[src/rtl/piso_serializer.sv]
// piso_serializer: valid/ready parallel-in, MSB-first serial-out with complementary output.
// Optional build macro PISO_PARITY_EN appends an even-parity bit after din[0].
module piso_serializer #(
    parameter int WIDTH = 8
) (
    input  logic             c,
    input  logic             rst,
    input  logic             load_valid,
    output logic             load_ready,
    input  logic [WIDTH-1:0] din,
    output logic             sout,
    output logic             sout_b,
    output logic             busy,
    output logic             done
);

    localparam int CW = $clog2(WIDTH + 1);

    typedef enum logic {
        IDLE  = 1'b0,
        SHIFT = 1'b1
    } state_t;

    state_t           state;
    logic [WIDTH-1:0] shreg;
    logic [CW-1:0]    cnt;
    logic             done_r;
    logic             fill_bit;

`ifdef PISO_PARITY_EN
    // The parity bit is shifted in behind the data, so it reaches the MSB one cycle after din[0].
    localparam logic [CW-1:0] LOAD_CNT = CW'(WIDTH);
    logic par_r;

    always_ff @(posedge c) begin
        if (rst) begin
            par_r <= 1'b0;
        end else if (state == IDLE && load_valid) begin
            par_r <= ^din;
        end
    end

    assign fill_bit = par_r;
`else
    localparam logic [CW-1:0] LOAD_CNT = CW'(WIDTH - 1);
    assign fill_bit = 1'b0;
`endif

    always_ff @(posedge c) begin
        if (rst) begin
            state  <= IDLE;
            shreg  <= '0;
            cnt    <= '0;
            done_r <= 1'b0;
        end else begin
            done_r <= 1'b0;
            case (state)
                IDLE: begin
                    if (load_valid) begin
                        shreg <= din;
                        cnt   <= LOAD_CNT;
                        state <= SHIFT;
                    end
                end
                SHIFT: begin
                    if (cnt != '0) begin
                        shreg <= {shreg[WIDTH-2:0], fill_bit};
                        cnt   <= cnt - 1'b1;
                    end else begin
                        state  <= IDLE;
                        shreg  <= '0;
                        done_r <= 1'b1;
                    end
                end
                default: state <= IDLE;
            endcase
        end
    end

    assign sout       = shreg[WIDTH-1];
    assign sout_b     = ~shreg[WIDTH-1];
    assign busy       = (state == SHIFT);
    assign load_ready = (state == IDLE);
    assign done       = done_r;

endmodule
[config.mk]
export PLATFORM = sky130hd
export DESIGN_NAME = piso_serializer
export DESIGN_NICKNAME = d
export VERILOG_FILES = /design/src/rtl/piso_serializer.sv
export SDC_FILE = /design/constraint.sdc
export NUM_CORES = 1
export LEC_CHECK = 0
export BUFFER_PORTS_ARGS = -buffer_cell sky130_fd_sc_hd__buf_2
export CORE_AREA = 4 4 41 43
export DETAILED_ROUTE_END_ITERATION = 7
export DIE_AREA = 0 0 45 47
export HOLD_SLACK_MARGIN = 0.05
export PLACE_DENSITY_LB_ADDON = 0.15
export SETUP_SLACK_MARGIN = 0.1
export SYNTH_ARGS = -nofsm -noshare
export SYNTH_HDL_FRONTEND = slang
export SYNTH_SLANG_ARGS = --single-unit
[constraint.sdc]
create_clock -name c -period 2.8 [get_ports c]
set_input_delay 0 -clock c [delete_from_list [all_inputs] [get_ports c]]
set_output_delay 0 -clock c [all_outputs]
set_load 0.005 [all_outputs]
==> metrics, run 1 <==
sequential-to-total area share from yosys stat=47.5%; global router's overall resource usage=13.2%; fraction of layout cells with a size suffix above 1=25.0%; Tot Pwr=444 uW; vias in the first global route=475; syn_area_per_cell=10.4 um^2; Reg clk slew, reported paths=0.07 ns; CP Data Required Time=2.96 ns; IO Count=16; relative slew slack=63.3%; hpwl dp=849 um; # Post-CTS Setup Buffers=0; Syn-to-layout area delta=36.4%; GPL Wtd Cong=0.868; Crit path largest cell delay=0.48 ns; peak supply drop=0.452 mV; initial core utilization=45.4%; fillers=115; Syn Nets=69; CTS buffer count=3; Worst-Margin Slew=0.549 ns; fmax=0.649 GHz; Post-layout nets=97; PortBufs=15; post-synth cell types=22; CP Capture Type=register; Mapped Cells=57; Synth Cell Area=591 um^2; TritonCTS clock tree=yes; antenna violations before repair=0; arrival time worst endpoint=1.70 ns; first-pass GRT wire length=1960 um; std cell rows=13; hold crit path type=in -> reg; # clock sinks=14; clk root buf=clkbuf_4; total wire length=1170 um; slowest CP cell=nor3b_1; Die ar.=2120 um^2; Hold Fails Final Rpt=0; worst-path maximum fanout=7; CP bufs+invs=1; Fin Clk Skew=0.00600 ns; Leak=0.354 nW; Synth warnings=0; grt ovf=0; largest net degree at the start of global routing=11; Die Ht=47 um; DRC=0; Yosys reg bits=14; area of the core=1300 um^2; diodes inserted=0; P per Cell Area=551 nW/um^2; Tcrit/Tclk final=55.0%; crit-path leading delay family=simple AND/OR/NAND/NOR gates; WL/cell=11.8 um; status=complete, no violations; Die X=45 um; CP Class=reg -> reg; max_cap viols=0; CP cell instances=inv_1 -> ha_1 -> nor3b_1 -> nor3_2 -> o2bb2ai_1; R2R Setup Slk=1.26 ns; post-layout util=61.9%; DR vias=518; fin crit period=1.54 ns; Setup-failing EPs final=0; DRT iter0 DRCs=12; clock latency at the later pin of the worst-skew pair=0.27 ns; TritonRoute pass-1 iters=3; setup TNS=0 ns; type of origin of the critical path=register; vias per cell=5.23; Max Slew Vio Count=0; H-tree depth=1; RSZ-0062 raised after global routing=no; antenna viol nets, final=0; clk buf depth=2
[where the power goes]
part	total, mW	leakage, nW	internal, mW	switching [mW]
Sequential	0.227	0.115	0.215	0.0119
Clock	0.140	0.0210	0.0790	0.0607
Combinational	0.0776	0.218	0.0399	0.0377
Total	0.444	0.354	0.334	0.110
[cells in the mapped netlist]
master,count,area share (%)
a221oi_1,1,1.5
nand2_1,2,1.3
mux2i_1,8,14
a21oi_2,1,1.5
nor3b_1,1,1.3
buf_2,1,0.85
o31a_1,1,1.5
nand4b_1,1,1.5
or3_1,1,1.1
nor2_1,4,2.5
o31ai_1,1,1.3
a22oi_1,1,1.3
ha_1,1,2.1
inv_1,5,3.2
o21ai_0,1,0.85
a21oi_1,2,1.7
o2bb2ai_1,7,10
or4_1,1,1.3
nor4_1,1,1.1
nor3_2,1,1.7
dfxtp_1,14,47
a21o_1,1,1.3
[cell families (layout without fill, tap and decap cells)]
kind of cell | count (synthesis) | count (layout) | share of synthesized area (%)
buffers and inverters | 6 | 33 | 4.02
multiplexers | 8 | 8 | 13.6
AND/OR/NAND/NOR | 12 | 12 | 11.7
flip-flops | 14 | 14 | 47.5
AO/OA/AOI/OAI | 16 | 16 | 21.2
adder cells (fa/ha/maj) | 1 | 1 | 2.12
[worst paths after layout]
kind / from / endpoint / cells after the start
hold reg to reg: shreg[2]$_SDFFE_PP0P_ / shreg[3]$_SDFFE_PP0P_ / 1
setup / recovery: cnt[0]$_SDFFE_PP0P_ / shreg[2]$_SDFFE_PP0P_ / 5
hold / removal: load_valid / shreg[0]$_SDFFE_PP0P_ / 3
setup reg to reg: cnt[0]$_SDFFE_PP0P_ / shreg[2]$_SDFFE_PP0P_ / 5
[placed cells by master (no fill, tap or decap), types with 2 or more instances in the layout]
| cell | count |
|---|---|
| inv_1 | 5 |
| mux2i_1 | 8 |
| nor2_1 | 4 |
| dfxtp_1 | 14 |
| buf_2 | 15 |
| a21oi_1 | 2 |
| nand2_1 | 2 |
| dlygate4sd3_1 | 9 |
| o2bb2ai_1 | 7 |
| clkbuf_4 | 3 |
[sequential cells by signal, indices dropped and copies added (netlist names)]
signal / count
shreg: 8
busy: 1
cnt: 4
done: 1
[final cells by class]
type	count	area (um^2)	area share (%)
Clock buffer	4	36.3	4.50
Inverter	5	18.8	2.33
Multi-Input combinational cell	37	287	35.6
Sequential cell	14	280	34.8
Tap cell	15	18.8	2.33
Timing Repair Buffer	24	165	20.5
[through the flow]
step / cell area (um^2) / hold WS, ns / instances / worst slack (ns)
floorplan: 591 / 0.0624 / 57 / 1.43
global placement: 679 / 0.244 / 86 / 1.33
detailed placement: 679 / 0.254 / 86 / 1.27
CTS: 806 / 0.175 / 99 / 1.26
global route: 806 / 0.189 / 99 / 1.09
finish: 806 / 0.178 / 99 / 1.26
[timing repair]
item                                   in CTS  in global routing
gates resized for setup                     0                  0
hold buffers                                9                  0
endpoints found under the hold margin      13                  0
[worst register-to-register path, cell delays in order (launching register included)]
cell       delay [ns]
dfxtp_1          0.32
inv_1            0.09
ha_1             0.18
nor3b_1          0.48
nor3_2           0.19
o2bb2ai_1        0.16
[metal layers]
metal | global-route usage, % | vias to the layer above | routed length (um) | part of all wire [%]
li1 | - | 269 | - | -
met2 | 19.5 | 14 | 497 | 43
met1 | 16.2 | 233 | 566 | 48
met4 | 5.26 | 0 | 10 | 0.86
met3 | 6.90 | 2 | 95 | 8.1
met5 | 0 | - | 0 | 0
Power figures use the tool's default switching activity.
==> inputs of run 2 (changes only) <==
--- a/config.mk
+++ b/config.mk
@@ -5,10 +5,11 @@
 export SDC_FILE = /design/constraint.sdc
 export NUM_CORES = 1
 export LEC_CHECK = 0
+export ABC_AREA = 1
 export BUFFER_PORTS_ARGS = -buffer_cell sky130_fd_sc_hd__buf_2
-export CORE_AREA = 4 4 41 43
+export CORE_MARGIN = 4
+export CORE_UTILIZATION = 44
 export DETAILED_ROUTE_END_ITERATION = 7
-export DIE_AREA = 0 0 45 47
 export HOLD_SLACK_MARGIN = 0.05
 export PLACE_DENSITY_LB_ADDON = 0.15
 export SETUP_SLACK_MARGIN = 0.1
==> constraint.sdc (replaced) <==
create_clock -name c -period 1.3 [get_ports c]
set_input_delay 0 -clock c [delete_from_list [all_inputs] [get_ports c]]
set_output_delay 0 -clock c [all_outputs]
set_load 0.005 [all_outputs]
==> run 2 against run 1 <==
Against the previous run:
- register-to-register slack lost 1.1 ns
- clock power increased by 69%
- critical path depth increased by 2
- die area shrank 2.2%
- via count increased by 21%
- non-clock buffer count is 1 higher
- worst hold slack got worse by 0.11 ns
- maximum frequency rose by 39%
- worst setup slack got worse by 1.1 ns
- flip-flop and latch count unchanged
- clock-buffer cell count decreased by 1
- critical path type unchanged
- largest cell class unchanged
==> metrics, run 2 <==
Tot Pwr=1000 uW; Yosys reg bits=14; vias per cell=4.97; Max Slew Vio Count=0; clock network power share=23.6%; post-layout util=63.2%; Worst-Margin Slew=0.271 ns; DRC=0; CP Class=reg -> reg; met3 GRT Util=3.56%; Min Hold Slack=0.0650 ns; hold depth=3; DRT iter0 DRCs=14; met2 Usage GRT=24.2%; Min-Delay Endpoint=shreg[7]$_SDFFE_PP0P_; PortBufs=15; Setup-failing EPs final=0; clk buf depth=2; Hold Fails Final Rpt=0; R2R Setup Slk=0.19 ns; Die Ht=45.5 um; Die X=45.5 um; internal power=697 uW; post-synth top area share=45.3%; status=complete, no violations; fillers=129; Leak=0.382 nW; Reg2Reg Depth=7; Syn Nets=97; CP Data Required Time=1.47 ns; global router's overall resource usage=15.8%; TritonRoute pass-1 iters=4; Area contributors post-synth=dfxtp_1 45%, a21oi_1 8.9%, nand2_1 7.3%; relative slew slack=81.9%; setup TNS=0 ns; Worst R2R Start=cnt[0]$_SDFFE_PP0P_; ys flop type=dfxtp_1; DR vias=626; Die ar.=2070 um^2; Top Usage Layer GRT=met2; Placed Cells=114; P per Cell Area=1200 nW/um^2; max reg flops=8; sequential-to-total area share from yosys stat=45.3%; peak supply drop=0.615 mV; clk root buf=clkbuf_4; worst-path maximum fanout=5; Mapped Cells=85; first-pass GRT wire length=2350 um; Synth warnings=0; vias in the first global route=582; Reg clk slew, reported paths=0.08 ns; Reg-to-Reg End=cnt[2]$_SDFFE_PP0P_; hpwl dp=947 um; arrival time worst endpoint=1.28 ns; GPL Wtd Cong=0.729; fmax=0.902 GHz; ys async rst share=0%; logic gate share of total power=25.7%; type of origin of the critical path=register; syn_area_per_cell=7.27 um^2; TritonCTS clock tree=yes; CTS buffer count=3; commonest non-fill, non-tap cell in the layout=buf_2; clock latency at the later pin of the worst-skew pair=0.27 ns; post-synth cell types=14; hold crit path type=in -> reg; # clock sinks=14; largest reg by FF count=shreg; Fin Clk Skew=0.00226 ns; IO Count=16; total wire length=1380 um; antenna viol nets, final=0; Post-synth EDFFs=0; met1 usage=19.6%; Syn-to-layout area delta=34.8%; CP Capture Type=register; RSZ-0062 raised after global routing=yes; std cell rows=13; initial core utilization=46.9%; Hold Startpoint=din[7]; Layout Cells excl Fill=126; max_cap viols=0; Synth Cell Area=618 um^2; Synth area leader=dfxtp_1; diodes inserted=0; WL/cell=11.0 um; Switching Share=30.2%; fraction of layout cells with a size suffix above 1=24.3%; Post-layout nets=125; top cells by count, synth=14 x dfxtp_1, 12 x nand2_1, 12 x nor2_1; grt ovf=0; biggest regs=shreg: 8 flops, cnt: 4 flops; most frequent cells in the layout=15 x buf_2, 13 x dfxtp_1, 12 x nor2_1, 11 x a21oi_1, 10 x nand2_1; area of the core=1320 um^2; fin crit period=1.11 ns; Net Sw Power=302 uW; largest net degree at the start of global routing=12; Reg power frac=50.8%; antenna violations before repair=0; H-tree depth=1; most common cell in the netlist=dfxtp_1; Tcrit/Tclk final=85.3%
[run 2: timing repair]
item	CTS	global route
hold buffers	9	0
buffers inserted	0	0
hold endpoints to repair	11	0
resized for setup	0	6
endpoints found under the setup margin	10	13
[run 2: how the worst max path moves through the flow]
stage,from,end,slack (ns),cells past startpoint
3_3_place_gp,cnt[0]$_SDFFE_PP0P_,cnt[2]$_SDFFE_PP0P_,0.10,7
4_1_cts,cnt[0]$_SDFFE_PP0P_,cnt[2]$_SDFFE_PP0P_,0.06,7
5_1_grt,cnt[0]$_SDFFE_PP0P_,shreg[1]$_SDFFE_PP0P_,0.09,5
6_report,cnt[0]$_SDFFE_PP0P_,cnt[2]$_SDFFE_PP0P_,0.19,7
3_5_place_dp,cnt[0]$_SDFFE_PP0P_,cnt[0]$_SDFFE_PP0P_,0.08,6
2_1_floorplan,cnt[0]$_SDFFE_PP0P_,cnt[2]$_SDFFE_PP0P_,0.20,7
[run 2: stage by stage]
step           worst slack, ns  area, um^2
3_3_place_gp             0.102         697
3_5_place_dp            0.0816         697
6_report                 0.191         833
5_1_grt                 0.0893         833
2_1_floorplan            0.199         618
4_1_cts                 0.0597         810
[run 2: layer usage]
layer	part of all wire (%)	routed length [um]
met5	0	0
met2	43	601
met3	5.3	73
met4	2.0	27
met1	49	680
[run 2: critical path: stages, from the launching register on]
cell,delay [ns]
dfxtp_1,0.33
inv_1,0.12
ha_4,0.17
nand3_2,0.13
nand2_2,0.11
nor2_1,0.05
nand2_1,0.05
nand2_1,0.05
[run 2: kinds of logic after synthesis]
group / synth area share [%]
and+or+nand+nor: 28.9
AOI/OAI and AO/OA: 14.6
DFF: 45.3
buffers and inverters: 9.11
adders and majority gates: 2.02
[run 2: power groups by stage]
stage	clock, mW	sequential, mW	combinational [mW]
5_1_grt	0.273	0.513	0.293
3_3_place_gp	0	0.515	0.209
2_1_floorplan	0	0.510	0.158
4_1_cts	0.249	0.505	0.235
3_5_place_dp	0	0.515	0.214
6_report	0.236	0.507	0.256
[run 2: layout make-up]
class	instances	area (um^2)	share of cell area, %
multi-input cells	60	304	36.5
well taps	15	18.8	2.25
flip-flops and latches	14	282	33.8
clock buffers	3	22.5	2.70
inverters	9	33.8	4.05
repair buffers	25	173	20.7
==> inputs of run 3 (changes only) <==
--- a/config.mk
+++ b/config.mk
@@ -8,11 +8,13 @@
 export ABC_AREA = 1
 export BUFFER_PORTS_ARGS = -buffer_cell sky130_fd_sc_hd__buf_2
 export CORE_MARGIN = 4
-export CORE_UTILIZATION = 44
+export CORE_UTILIZATION = 35
 export DETAILED_ROUTE_END_ITERATION = 7
 export HOLD_SLACK_MARGIN = 0.05
 export PLACE_DENSITY_LB_ADDON = 0.15
 export SETUP_SLACK_MARGIN = 0.1
+export SKIP_CTS_REPAIR_TIMING = 1
+export SLEW_MARGIN = 15
 export SYNTH_ARGS = -nofsm -noshare
 export SYNTH_HDL_FRONTEND = slang
 export SYNTH_SLANG_ARGS = --single-unit
==> run 3 against run 2 <==
Against the previous run:
- via count decreased by 1.3%
- final cell count increased by 7.9%
- first-iteration DRC count increased by 50%
- clock-buffer cell count increased by 1
- clock power increased by 29%
- critical path depth unchanged
- critical path type unchanged
- highest routed layer unchanged
==> metrics, run 3 (synthesis results as in run 2) <==
status=complete, no violations; TritonRoute pass-1 iters=6; vias in the first global route=501; GPL Wtd Cong=0.769; first-pass GRT wire length=2210 um; Max Slew Vio Count=0; arrival time worst endpoint=1.30 ns; Die X=50.0 um; antenna viol nets, final=0; DRC=0; area of the core=1590 um^2; post-route cell area=855 um^2; total wire length=1360 um; largest reg by FF count=shreg; clk root buf=clkbuf_4; diodes inserted=0; Reg-to-Reg End=cnt[2]$_SDFFE_PP0P_; TritonCTS clock tree=yes; antenna violations before repair=0; hold crit path type=in -> reg; Reg2Reg Depth=7; grt ovf=0; Worst-Margin Slew=0.276 ns; Hold Fails Final Rpt=0; biggest regs=shreg: 8 flops, cnt: 4 flops; Tcrit/Tclk final=86.5%; Syn-to-layout area delta=38.3%; relative slew slack=81.6%; hold depth=3; most frequent cells in the layout=15 x buf_2, 12 x dfxtp_1, 11 x nor2_1, 11 x a21oi_1, 10 x nand2_1; Post-layout nets=125; CP Class=reg -> reg; DRT iter0 DRCs=21; DR vias=618; CP Data Required Time=1.47 ns; P per Cell Area=1240 nW/um^2; Reg clk slew, reported paths=0.09 ns; RSZ-0062 raised after global routing=no; global router's overall resource usage=11.3%; worst-path maximum fanout=5; initial core utilization=38.8%; CP Capture Type=register; Crit path largest cell delay=0.33 ns; CP dominant cell by count=nand2_1; Placed Area=708 um^2; Min Hold Slack=0.0615 ns; Leak=0.388 nW; PortBufs=15; R2R Setup Slk=0.18 ns; WL/cell=10.0 um; Fin Clk Skew=0.00432 ns; max reg flops=8; fraction of layout cells with a size suffix above 1=26.8%; vias per cell=4.54; peak supply drop=0.716 mV; Die ar.=2500 um^2; Worst R2R Start=cnt[0]$_SDFFE_PP0P_; Min-Delay Endpoint=shreg[7]$_SDFFE_PP0P_; hpwl dp=969 um; std cell rows=14; largest net degree at the start of global routing=12; CP cell instances=inv_1 -> ha_2 -> nand3_2 -> nand2_2 -> nor2_2 -> nand2_1 -> nand2_1; slowest CP cell=dfxtp_2; # clock sinks=14; type of origin of the critical path=register; max_cap viols=0; H-tree depth=1; setup TNS=0 ns; CTS buffer count=3; commonest non-fill, non-tap cell in the layout=buf_2; clk buf depth=2; IO Count=16; Setup-failing EPs final=0; clock latency at the later pin of the worst-skew pair=0.27 ns; Hold Startpoint=din[7]; fmax=0.889 GHz; Die Ht=50.0 um; fin crit period=1.12 ns
## run 3: per-layer routing
| metal | share of wire [%] | track usage (%) | up-vias |
|---|---|---|---|
| met5 | 0 | 0 | - |
| met4 | 0.96 | 4.15 | 0 |
| met3 | 5.1 | 3.31 | 2 |
| met2 | 40 | 16.7 | 11 |
| met1 | 54 | 15.2 | 268 |
| li1 | - | - | 337 |
## run 3: how the worst max path moves through the flow
stage                         from                   to  slack (ns)
2_1_floorplan  cnt[0]$_SDFFE_PP0P_  cnt[2]$_SDFFE_PP0P_        0.20
6_report       cnt[0]$_SDFFE_PP0P_  cnt[2]$_SDFFE_PP0P_        0.18
3_3_place_gp   cnt[0]$_SDFFE_PP0P_  cnt[2]$_SDFFE_PP0P_        0.09
4_1_cts        cnt[0]$_SDFFE_PP0P_  cnt[2]$_SDFFE_PP0P_        0.04
3_5_place_dp   cnt[0]$_SDFFE_PP0P_  cnt[2]$_SDFFE_PP0P_        0.05
5_1_grt        cnt[0]$_SDFFE_PP0P_  cnt[2]$_SDFFE_PP0P_        0.09
## run 3: worst max-delay path: cells and delay by family (launching register included)
kind	cells	cell delay [ns]
adders and majority gates	1	0.22
and+or+nand+nor	5	0.41
buffers and inverters	1	0.07
DFF	1	0.33
## run 3: stage by stage
step / utilization (%) / total power [mW] / instances / worst slack [ns]
after CTS: 46.7 / 1.04 / 127 / 0.0387
after global placement: 44.4 / 0.727 / 123 / 0.0873
after detailed placement: 44.4 / 0.729 / 123 / 0.0523
final: 53.6 / 1.06 / 136 / 0.175
after global routing: 53.6 / 1.14 / 136 / 0.0942
after floorplan: - / 0.668 / 85 / 0.199
## run 3: power breakdown
group	leakage, nW	switching [mW]	internal [mW]	total (mW)
sequential	0.117	0.0296	0.478	0.507
clock	0.0210	0.135	0.170	0.305
combinational	0.250	0.141	0.107	0.248
total	0.388	0.306	0.754	1.06
## run 3: cell type report
type	count	area, um^2
fillers	154	739
multi-input cells	60	297
flip-flops and latches	14	285
repair buffers	25	173
clock buffers	4	36.3
inverters	9	33.8
well taps	24	30.0
